**src/rtl/writeback_arbiter.sv**
```systemverilog
// writeback_arbiter
//   Merges single-cycle ALU results and variable-latency load returns onto the
//   single write port of a 16x32 register file. A 16-bit load scoreboard drives
//   the operand-read hazard signal, and load returns are buffered in a FIFO.
//
//   Optional feature macro: WB_BYPASS_EN
//     When defined, a load return that arrives while the FIFO is empty and no
//     ALU result is presented skips the FIFO and loads the output register
//     directly (one cycle shorter load latency).
//
//   Ports
//     clk, rst                 clock, asynchronous active-low reset
//     alu_valid/alu_rd/alu_data  ALU result in; alu_hold out (registered)
//     mem_valid/mem_rd/mem_data  load return in; mem_ready out (!full)
//     issue_load/issue_rd      load issue, sets scoreboard bit
//     rs1, rs2, rs3            operand addresses; hazard out (combinational)
//     rf_we/rf_rd/rf_wd        registered register-file write port
//     err                      sticky protocol-violation flag
module writeback_arbiter #(
  parameter int DATA_W     = 32,
  parameter int FIFO_DEPTH = 4,
  parameter int STARVE_MAX = 8
) (
  input  logic              clk,
  input  logic              rst,
  input  logic              alu_valid,
  input  logic [3:0]        alu_rd,
  input  logic [DATA_W-1:0] alu_data,
  output logic              alu_hold,
  input  logic              mem_valid,
  output logic              mem_ready,
  input  logic [3:0]        mem_rd,
  input  logic [DATA_W-1:0] mem_data,
  input  logic              issue_load,
  input  logic [3:0]        issue_rd,
  input  logic [3:0]        rs1,
  input  logic [3:0]        rs2,
  input  logic [3:0]        rs3,
  output logic              hazard,
  output logic              rf_we,
  output logic [3:0]        rf_rd,
  output logic [DATA_W-1:0] rf_wd,
  output logic              err
);

  localparam int AW = $clog2(FIFO_DEPTH);
  localparam int CW = AW + 1;
  localparam int SW = $clog2(STARVE_MAX + 1);

  logic [3:0]        fifo_rd   [FIFO_DEPTH];
  logic [DATA_W-1:0] fifo_data [FIFO_DEPTH];
  logic [AW-1:0]     wptr_q, wptr_d, rptr_q, rptr_d;
  logic [CW-1:0]     cnt_q, cnt_d;
  logic [SW-1:0]     starve_q, starve_d;
  logic [15:0]       pending_q, pending_d;
  logic              hold_q, hold_d;
  logic              err_q, err_d;
  logic              we_q, we_d;
  logic [3:0]        rd_q, rd_d;
  logic [DATA_W-1:0] wd_q, wd_d;
  logic              wb_load_q, wb_load_d;  // output register holds a load result

  logic empty, full, push, fifo_push, pop, bypass, alu_accept, alu_win;

  assign empty     = (cnt_q == '0);
  assign full      = (cnt_q == CW'(FIFO_DEPTH));
  assign mem_ready = rst & ~full;
  assign push      = mem_valid & mem_ready;

  // A result presented under hold is dropped (and flagged) rather than arbitrated.
  assign alu_accept = alu_valid & ~hold_q;
  assign alu_win    = alu_accept & (starve_q < SW'(STARVE_MAX));
  assign pop        = ~alu_win & ~empty;

`ifdef WB_BYPASS_EN
  assign bypass = push & empty & ~alu_valid;
`else
  assign bypass = 1'b0;
`endif
  assign fifo_push = push & ~bypass;

  always_comb begin
    we_d      = 1'b0;
    rd_d      = rd_q;
    wd_d      = wd_q;
    wb_load_d = 1'b0;
    if (alu_win) begin
      we_d = (alu_rd != 4'd0);
      rd_d = alu_rd;
      wd_d = alu_data;
    end else if (pop) begin
      we_d      = (fifo_rd[rptr_q] != 4'd0);
      rd_d      = fifo_rd[rptr_q];
      wd_d      = fifo_data[rptr_q];
      wb_load_d = 1'b1;
    end else if (bypass) begin
      we_d      = (mem_rd != 4'd0);
      rd_d      = mem_rd;
      wd_d      = mem_data;
      wb_load_d = 1'b1;
    end

    wptr_d = fifo_push ? wptr_q + AW'(1) : wptr_q;
    rptr_d = pop ? rptr_q + AW'(1) : rptr_q;
    cnt_d  = cnt_q + CW'(fifo_push) - CW'(pop);

    // Counts only ALU wins that bypass a waiting load; any pop or an empty FIFO clears it.
    starve_d = (alu_win && !empty) ? starve_q + SW'(1) : '0;
    hold_d   = (starve_d == SW'(STARVE_MAX)) || (cnt_d == CW'(FIFO_DEPTH));

    // Clear first so a same-edge set on the same register wins.
    pending_d = pending_q;
    if (we_q && wb_load_q)
      pending_d[rd_q] = 1'b0;
    if (issue_load && issue_rd != 4'd0)
      pending_d[issue_rd] = 1'b1;

    err_d = err_q;
    if (issue_load && issue_rd != 4'd0 && pending_q[issue_rd]) err_d = 1'b1;
    if (alu_accept && alu_rd != 4'd0 && pending_q[alu_rd])     err_d = 1'b1;
    if (push && mem_rd != 4'd0 && !pending_q[mem_rd])          err_d = 1'b1;
    if (alu_valid && hold_q)                                   err_d = 1'b1;
  end

  always_ff @(posedge clk or negedge rst) begin
    if (!rst) begin
      wptr_q    <= '0;
      rptr_q    <= '0;
      cnt_q     <= '0;
      starve_q  <= '0;
      pending_q <= '0;
      hold_q    <= 1'b0;
      err_q     <= 1'b0;
      we_q      <= 1'b0;
      rd_q      <= '0;
      wd_q      <= '0;
      wb_load_q <= 1'b0;
    end else begin
      wptr_q    <= wptr_d;
      rptr_q    <= rptr_d;
      cnt_q     <= cnt_d;
      starve_q  <= starve_d;
      pending_q <= pending_d;
      hold_q    <= hold_d;
      err_q     <= err_d;
      we_q      <= we_d;
      rd_q      <= rd_d;
      wd_q      <= wd_d;
      wb_load_q <= wb_load_d;
    end
  end

  always_ff @(posedge clk) begin
    if (fifo_push) begin
      fifo_rd[wptr_q]   <= mem_rd;
      fifo_data[wptr_q] <= mem_data;
    end
  end

  assign hazard = (rs1 != 4'd0 && pending_q[rs1]) ||
                  (rs2 != 4'd0 && pending_q[rs2]) ||
                  (rs3 != 4'd0 && pending_q[rs3]);

  assign alu_hold = hold_q;
  assign err      = err_q;
  assign rf_we    = we_q;
  assign rf_rd    = rd_q;
  assign rf_wd    = wd_q;

endmodule

```
**config.mk**
```make
export PLATFORM = sky130hd
export DESIGN_NAME = writeback_arbiter
export DESIGN_NICKNAME = d
export VERILOG_FILES = /design/src/rtl/writeback_arbiter.sv
export SDC_FILE = /design/constraint.sdc
export NUM_CORES = 1
export LEC_CHECK = 0
export BUFFER_PORTS_ARGS = -buffer_cell sky130_fd_sc_hd__buf_2
export CORE_UTILIZATION = 52
export CTS_CLUSTER_DIAMETER = 200
export DETAILED_ROUTE_END_ITERATION = 16
export PLACE_DENSITY = 0.74
export SYNTH_ARGS = -nofsm -noshare
export SYNTH_HDL_FRONTEND = slang
export SYNTH_SLANG_ARGS = --single-unit
export TNS_END_PERCENT = 100
```
**constraint.sdc**
```tcl
create_clock -name clk -period 4.11 [get_ports clk]
set_input_delay 0.411 -clock clk [delete_from_list [all_inputs] [get_ports clk]]
set_output_delay 0.411 -clock clk [all_outputs]
set_load 0.03 [all_outputs]
```
Word level (Yosys, flattened, before mapping):

Memory sizes are Yosys's and may differ from the RTL's.
Index checks and enable logic that the tools add are counted.

* register bits after elaboration: 67
* memory bits (writable): 144
* input port bits: 93
* output and inout port bits: 41
* word-level logic and storage cells: 105
* memories: 2

* add/sub/neg operators: 5
* $lt $le $gt $ge: 10
* eq/ne operators: 3
* muxes and demuxes: 33
* bitwise operators: 12
* reduce and logical (&&, ||, !) cells: 29

Memories
* fifo_data: words 4, width 32, rd ports 1, clocked after Yosys merged registers in 0, write ports 1, RTL line 51 `logic [DATA_W-1:0] fifo_data [FIFO_DEPTH];`
* fifo_rd: words 4, width 4, rd ports 1, clocked after Yosys merged registers in 0, write ports 1, RTL line 50 `logic [3:0] fifo_rd [FIFO_DEPTH];`

Operator list (count)
* 32-bit 2-to-1 mux: 2
* 4-bit by 5-bit < comparator with 1-bit output (second input constant): 7
* 16-bit 2-to-1 mux: 2
* 4-bit nonzero test: 8
* 1-bit binary-select mux with 4-bit select: 6
* 1-bit 2-to-1 mux: 18
* 16-bit bitwise AND: 1
* 16-bit inverter: 1
* 16-bit OR: 1
* 1-bit logical AND: 14
* 4-bit 2-to-1 mux: 3
* 1-bit demux with 4-bit select: 2
* 4-bit by 1-bit greater-or-equal comparator with 1-bit output (second input constant): 2
* 3-bit equality test (second input constant): 2
* 1-bit bitwise AND: 5
* 2-bit by 1-bit adder with 2-bit output (second input constant): 2
* 4-bit by 1-bit adder with 4-bit output (second input constant): 1
* 4-bit equality test (second input constant): 1
* 4-bit < comparator (second input constant): 1
* 1-bit inverter: 4
* 3-bit by 1-bit adder with 3-bit output: 1
* 3-bit logical NOT: 1
* 1-bit logical OR: 3
* 3-bit by 1-bit subtractor with 3-bit output: 1
* other kinds (2): 3

Longest topological paths before layout:

* word-level depth: 9
* gate-level depth with buffers: 13
* gate-level depth less buffers: 12

Worst setup path before layout:

OpenSTA, ideal clock, no wires.

* path kind: register to register
* from: register cnt_q[1]
* to: register hold_q (netlist: alu_hold)
* setup time: 0.122 ns
* data arrival time: 3.224 ns
* data required time: 3.988 ns
* path slack: 0.764 ns
* cell stages (with the launch flop): 14
* buffers on the path: 1
* clock period less this slack: 3.346 ns
* cell sequence: dfrtp_1 nor2_1 a21boi_0 and2_1 clkbuf_1 inv_1 ha_1 inv_1 ha_1 inv_1 fa_1 xnor2_1 xnor2_1 a32o_1

* word-level cells in the longest chain between the ends: 8
* elaborated cells between the ends (all ways): 15
* those cells by class: 2 x add/sub; 3 x eq/ne; 1 x mux; 5 x bitwise; 4 x reduce/logical

RTL lines
* start, declared: RTL line 53 `logic [CW-1:0] cnt_q, cnt_d;`
* start signal, assigned: RTL line 141 `cnt_q <= cnt_d;`
* 3-bit equality test: RTL line 66 `assign full = (cnt_q == CW'(FIFO_DEPTH));`
* 1-bit inverter: RTL line 67 `assign mem_ready = rst & ~full;`
* 1-bit bitwise AND: RTL line 67
* net mem_ready: RTL line 31 `output logic mem_ready,`
* 1-bit bitwise AND: RTL line 68 `assign push = mem_valid & mem_ready;`
* 3-bit by 1-bit adder with 3-bit output: RTL line 105 `cnt_d = cnt_q + CW'(fifo_push) - CW'(pop);`
* 3-bit by 1-bit subtractor with 3-bit output: RTL line 105
* net cnt_d[2]: RTL line 53
* 3-bit equality test: RTL line 109 `hold_d = (starve_d == SW'(STARVE_MAX)) || (cnt_d == CW'(FIFO_DEPTH));`
* 1-bit logical OR: RTL line 109
* net hold_d: RTL line 56 `logic hold_q, hold_d;`
* end signal, assigned: RTL line 144 `hold_q <= hold_d;`
* end, declared: RTL line 56

The timed path passes the listed nets, and every way through them passes these cells.
A chain may end at the register's enable or synchronous reset.

Worst setup path after layout:

* from: register cnt_q[1]
* to: register hold_q (netlist: alu_hold)

* word-level cells in the longest chain between the ends: 8
* elaborated cells between the ends (all ways): 15
* those cells by class: 2 x add/sub; 3 x eq/ne; 1 x mux; 5 x bitwise; 4 x reduce/logical

RTL lines (RTL line)
* 3-bit equality test: 66
* 1-bit inverter: 67
* 1-bit bitwise AND: 67
* 1-bit bitwise AND: 68
* 3-bit by 1-bit adder with 3-bit output: 105
* 3-bit by 1-bit subtractor with 3-bit output (*): 105
* net cnt_d[2]: 53
* 3-bit equality test (*): 109
* 1-bit logical OR (*): 109
* net hold_d: 56

The timed path passes the listed nets; every way through them passes the cells marked *.

==> metrics.md <==
| Metric | Value |
|---|---|
| Status | `finished clean` |
| Register area share after synthesis | `67.0%` |
| Total global-route track usage | `22.8%` |
| Die area | `17700 um^2` |
| 1st-pass router iterations | `7` |
| Net Sw Frac | `33.2%` |
| Final instance area | `10500 um^2` |
| Slew @ Worst Pin | `1.01 ns` |
| Final #Nets | `782` |
| Clock power frac | `25.8%` |
| Psw | `0.00243 W` |
| CTS Hold Buffers Added | `0` |
| CTS tree | `built` |
| Global Route met1 Usage | `29.3%` |
| Clock insertion delay at the later pin of the skew report | `0.49 ns` |
| Setup_tns | `0 ns` |
| Power Dens Cells | `697 nW/um^2` |
| DR vias | `5395` |
| Postcts setup bufs | `0` |
| R2R Setup Slk | `1.06 ns` |
| Worst Hold Class | `input port to flip-flop` |
| Commonest non-fill, non-tap cell in the layout | `edfxtp_1` |
| Syn nets | `647` |
| Critical path class | `flip-flop to flip-flop` |
| Final worst path period need | `3.05 ns` |
| CTS buffer count | `20` |
| I/O pins | `134` |
| Final hold vios | `0` |
| Post-DP HPWL | `12500 um` |
| Synth Register Bits | `210` |
| Setup crit start kind | `flip-flop` |
| Initial antenna violation count | `0` |
| Top FF cell, synth | `edfxtp_1` |
| DRC errors left | `0` |
| Fill cells | `1193` |
| Largest cells by area after synthesis | `edfxtp_1 49%, dfrtp_1 19%, mux4_2 12%` |
| Largest net degree at the start of global routing | `77` |
| # port buffers | `133` |
| Comb pwr share | `30.1%` |
| Area Overhead vs Synth | `17.7%` |
| H-Tree Depth | `1` |
| M3 GR Usage | `3.91%` |
| Core ar. | `16600 um^2` |
| Peak supply drop | `0.452 mV` |
| Slew headroom | `32.5%` |
| CTS resizes | `0` |
| Final setup viols | `0` |
| Total of max-cap violations | `0` |
| Num rows | `47` |
| CTS Buffer Depth | `3` |
| Vias in the first global route | `5747` |
| Distinct cells, synth | `42` |
| CP Max Fanout | `6` |
| Yosys warns | `0` |
| Ys async rst share | `31.4%` |
| FMAX | `328 MHz` |
| Number of synthesized flops with an enable pin | `144` |
| ANT cells | `0` |
| Biggest area consumer among synthesized cells | `edfxtp_1` |
| Period utilization | `74.3%` |
| Yosys top cell area share | `48.5%` |
| Most frequent cells in the layout | `144 x edfxtp_1, 132 x buf_2, 70 x o21ai_0` |
| Mapped Cells | `546` |
| Critical Path End Type | `flip-flop` |
| Cell Int Power | `0.00488 W` |
| Layout Skew | `0.00756 ns` |
| RSZ-0062 raised after global routing | `false` |
| Layout cells sized above 1 | `32.7%` |
| Syn avg cell area | `16.3 um^2` |
| Critical Path AT | `3.42 ns` |
| Initial cell density of the core | `53.6%` |
| Worst Path Required | `4.48 ns` |
| Slew Limit Fails | `0` |
| Final WL | `19200 um` |
| Die Width | `133 um` |
| Reg power frac | `44.1%` |
| Clock sink total | `210` |
| Placer congestion estimate | `0.895` |
| LEAKAGE | `4.16 nW` |
| Wire per inst | `21.0 um` |
| First-pass GRT wire length | `30600 um` |
| Synthesized area | `8910 um^2` |
| Global-route met2 utilization | `39.5%` |
| Die height | `133 um` |
| Antenna Violating Nets Remaining | `0` |
| Drt via density | `5.90` |
| Root Driver | `clkbuf_16` |
| Worst-path clk slew | `0.06 ns` |
| Cell area after placement | `9810 um^2` |
| Iteration-0 DRC Markers | `292` |
| GRT Max-Usage Layer | `met2` |
| Grt ovf | `0` |
## cell families after synthesis
family,after synthesis,share of synthesized area (%)
DFF,210,67.0
muxes,102,19.1
AOI/OAI and AO/OA,93,5.85
and+or+nand+nor,91,4.67
buffers and inverters,36,1.57
adders and majority gates,8,1.21
xor gates and xnor gates,6,0.589
## cell type report
class                           count  area [um^2]  share of cell area [%]
Sequential cell                   210         5980                    57.0
Multi-Input combinational cell    300         2810                    26.8
Timing Repair Buffer              137          698                    6.65
Clock buffer                       26          564                    5.38
Tap cell                          220          275                    2.62
Clock inverter                     10          121                    1.16
Inverter                           12         45.0                   0.429
## metrics by stage
| step | power, W | cells | setup slack [ns] | hold WS, ns | util, % |
|---|---|---|---|---|---|
| detailed placement | 0.00547 | 879 | 1.05 | 0.456 | 58.9 |
| global placement | 0.00540 | 879 | 1.29 | 0.445 | 58.9 |
| CTS | 0.00737 | 915 | 1.05 | 0.107 | 63.1 |
| global route | 0.00767 | 915 | 0.871 | 0.122 | 63.1 |
| floorplan | 0.00472 | 546 | 0.764 | 0.115 | - |
| finish | 0.00731 | 915 | 1.06 | 0.124 | 63.1 |
## worst max-delay path, cell delays in order (launching register included)
cell      delay (ns)
dfrtp_1         0.42
nor2_1          0.11
a21boi_0        0.45
and2_1          0.35
inv_1           0.07
ha_1            0.29
inv_1           0.06
ha_1            0.14
inv_1           0.05
fa_1            0.39
xnor2_1         0.21
xnor2_1         0.12
a32o_1          0.28
## power groups by stage
stage | clock network [W] | registers, W | logic (W)
after floorplan | 0 | 0.00332 | 0.00140
after global placement | 0 | 0.00325 | 0.00215
after detailed placement | 0 | 0.00327 | 0.00220
after CTS | 0.00192 | 0.00323 | 0.00222
after global routing | 0.00199 | 0.00329 | 0.00239
final | 0.00189 | 0.00322 | 0.00220
## synthesized netlist by cell type (2+ instances only)
cell and instances:
edfxtp_1 144, o21ai_0 70, dfrtp_1 66, nand2_1 53, mux4_2 46, mux2i_1 45
clkbuf_1 16, inv_1 12, nor2_1 9, ha_1 7, mux4_1 6, a21oi_1 5
and3_1 5, mux2_2 5, xnor2_1 5, buf_1 4, buf_2 4, nand2b_1 4
nand3_1 4, nor2b_1 4, a31oi_1 3, a311oi_1 2, nand3b_1 2, nand4_1 2
nor3b_1 2, o211ai_1 2, o311ai_0 2, o31a_1 2, o41ai_1 2
## worst paths after layout
check | start | end | cells after the start
setup reg to reg | cnt_q[1] | alu_hold | 12
hold / removal | alu_data[24] | rf_wd[24] | 3
min in group asynchronous | rst | pending_q[2] | 2
max in group asynchronous | rst | rptr_q[1] | 2
setup / recovery | cnt_q[1] | alu_hold | 12
hold reg to reg | starve_q[0] | starve_q[0] | 1
## flip-flops by register name, indices dropped and copies added (netlist names), 2 cells and up
| register | flops |
|---|---|
| rf_wd | 32 |
| pending_q | 15 |
| rptr_q | 2 |
| fifo_data | 128 |
| starve_q | 4 |
| wptr_q | 2 |
| rf_rd | 4 |
| cnt_q | 3 |
| fifo_rd | 16 |
## routing by layer
metal / part of all wire [%] / wire, um / vias up
met1: 42 / 7990 / 2739
li1: - / - / 2405
met3: 5.3 / 1030 / 40
met2: 51 / 9760 / 211
met5: 0 / 0 / -
met4: 2.4 / 456 / 0
Power figures use the tool's default switching activity.
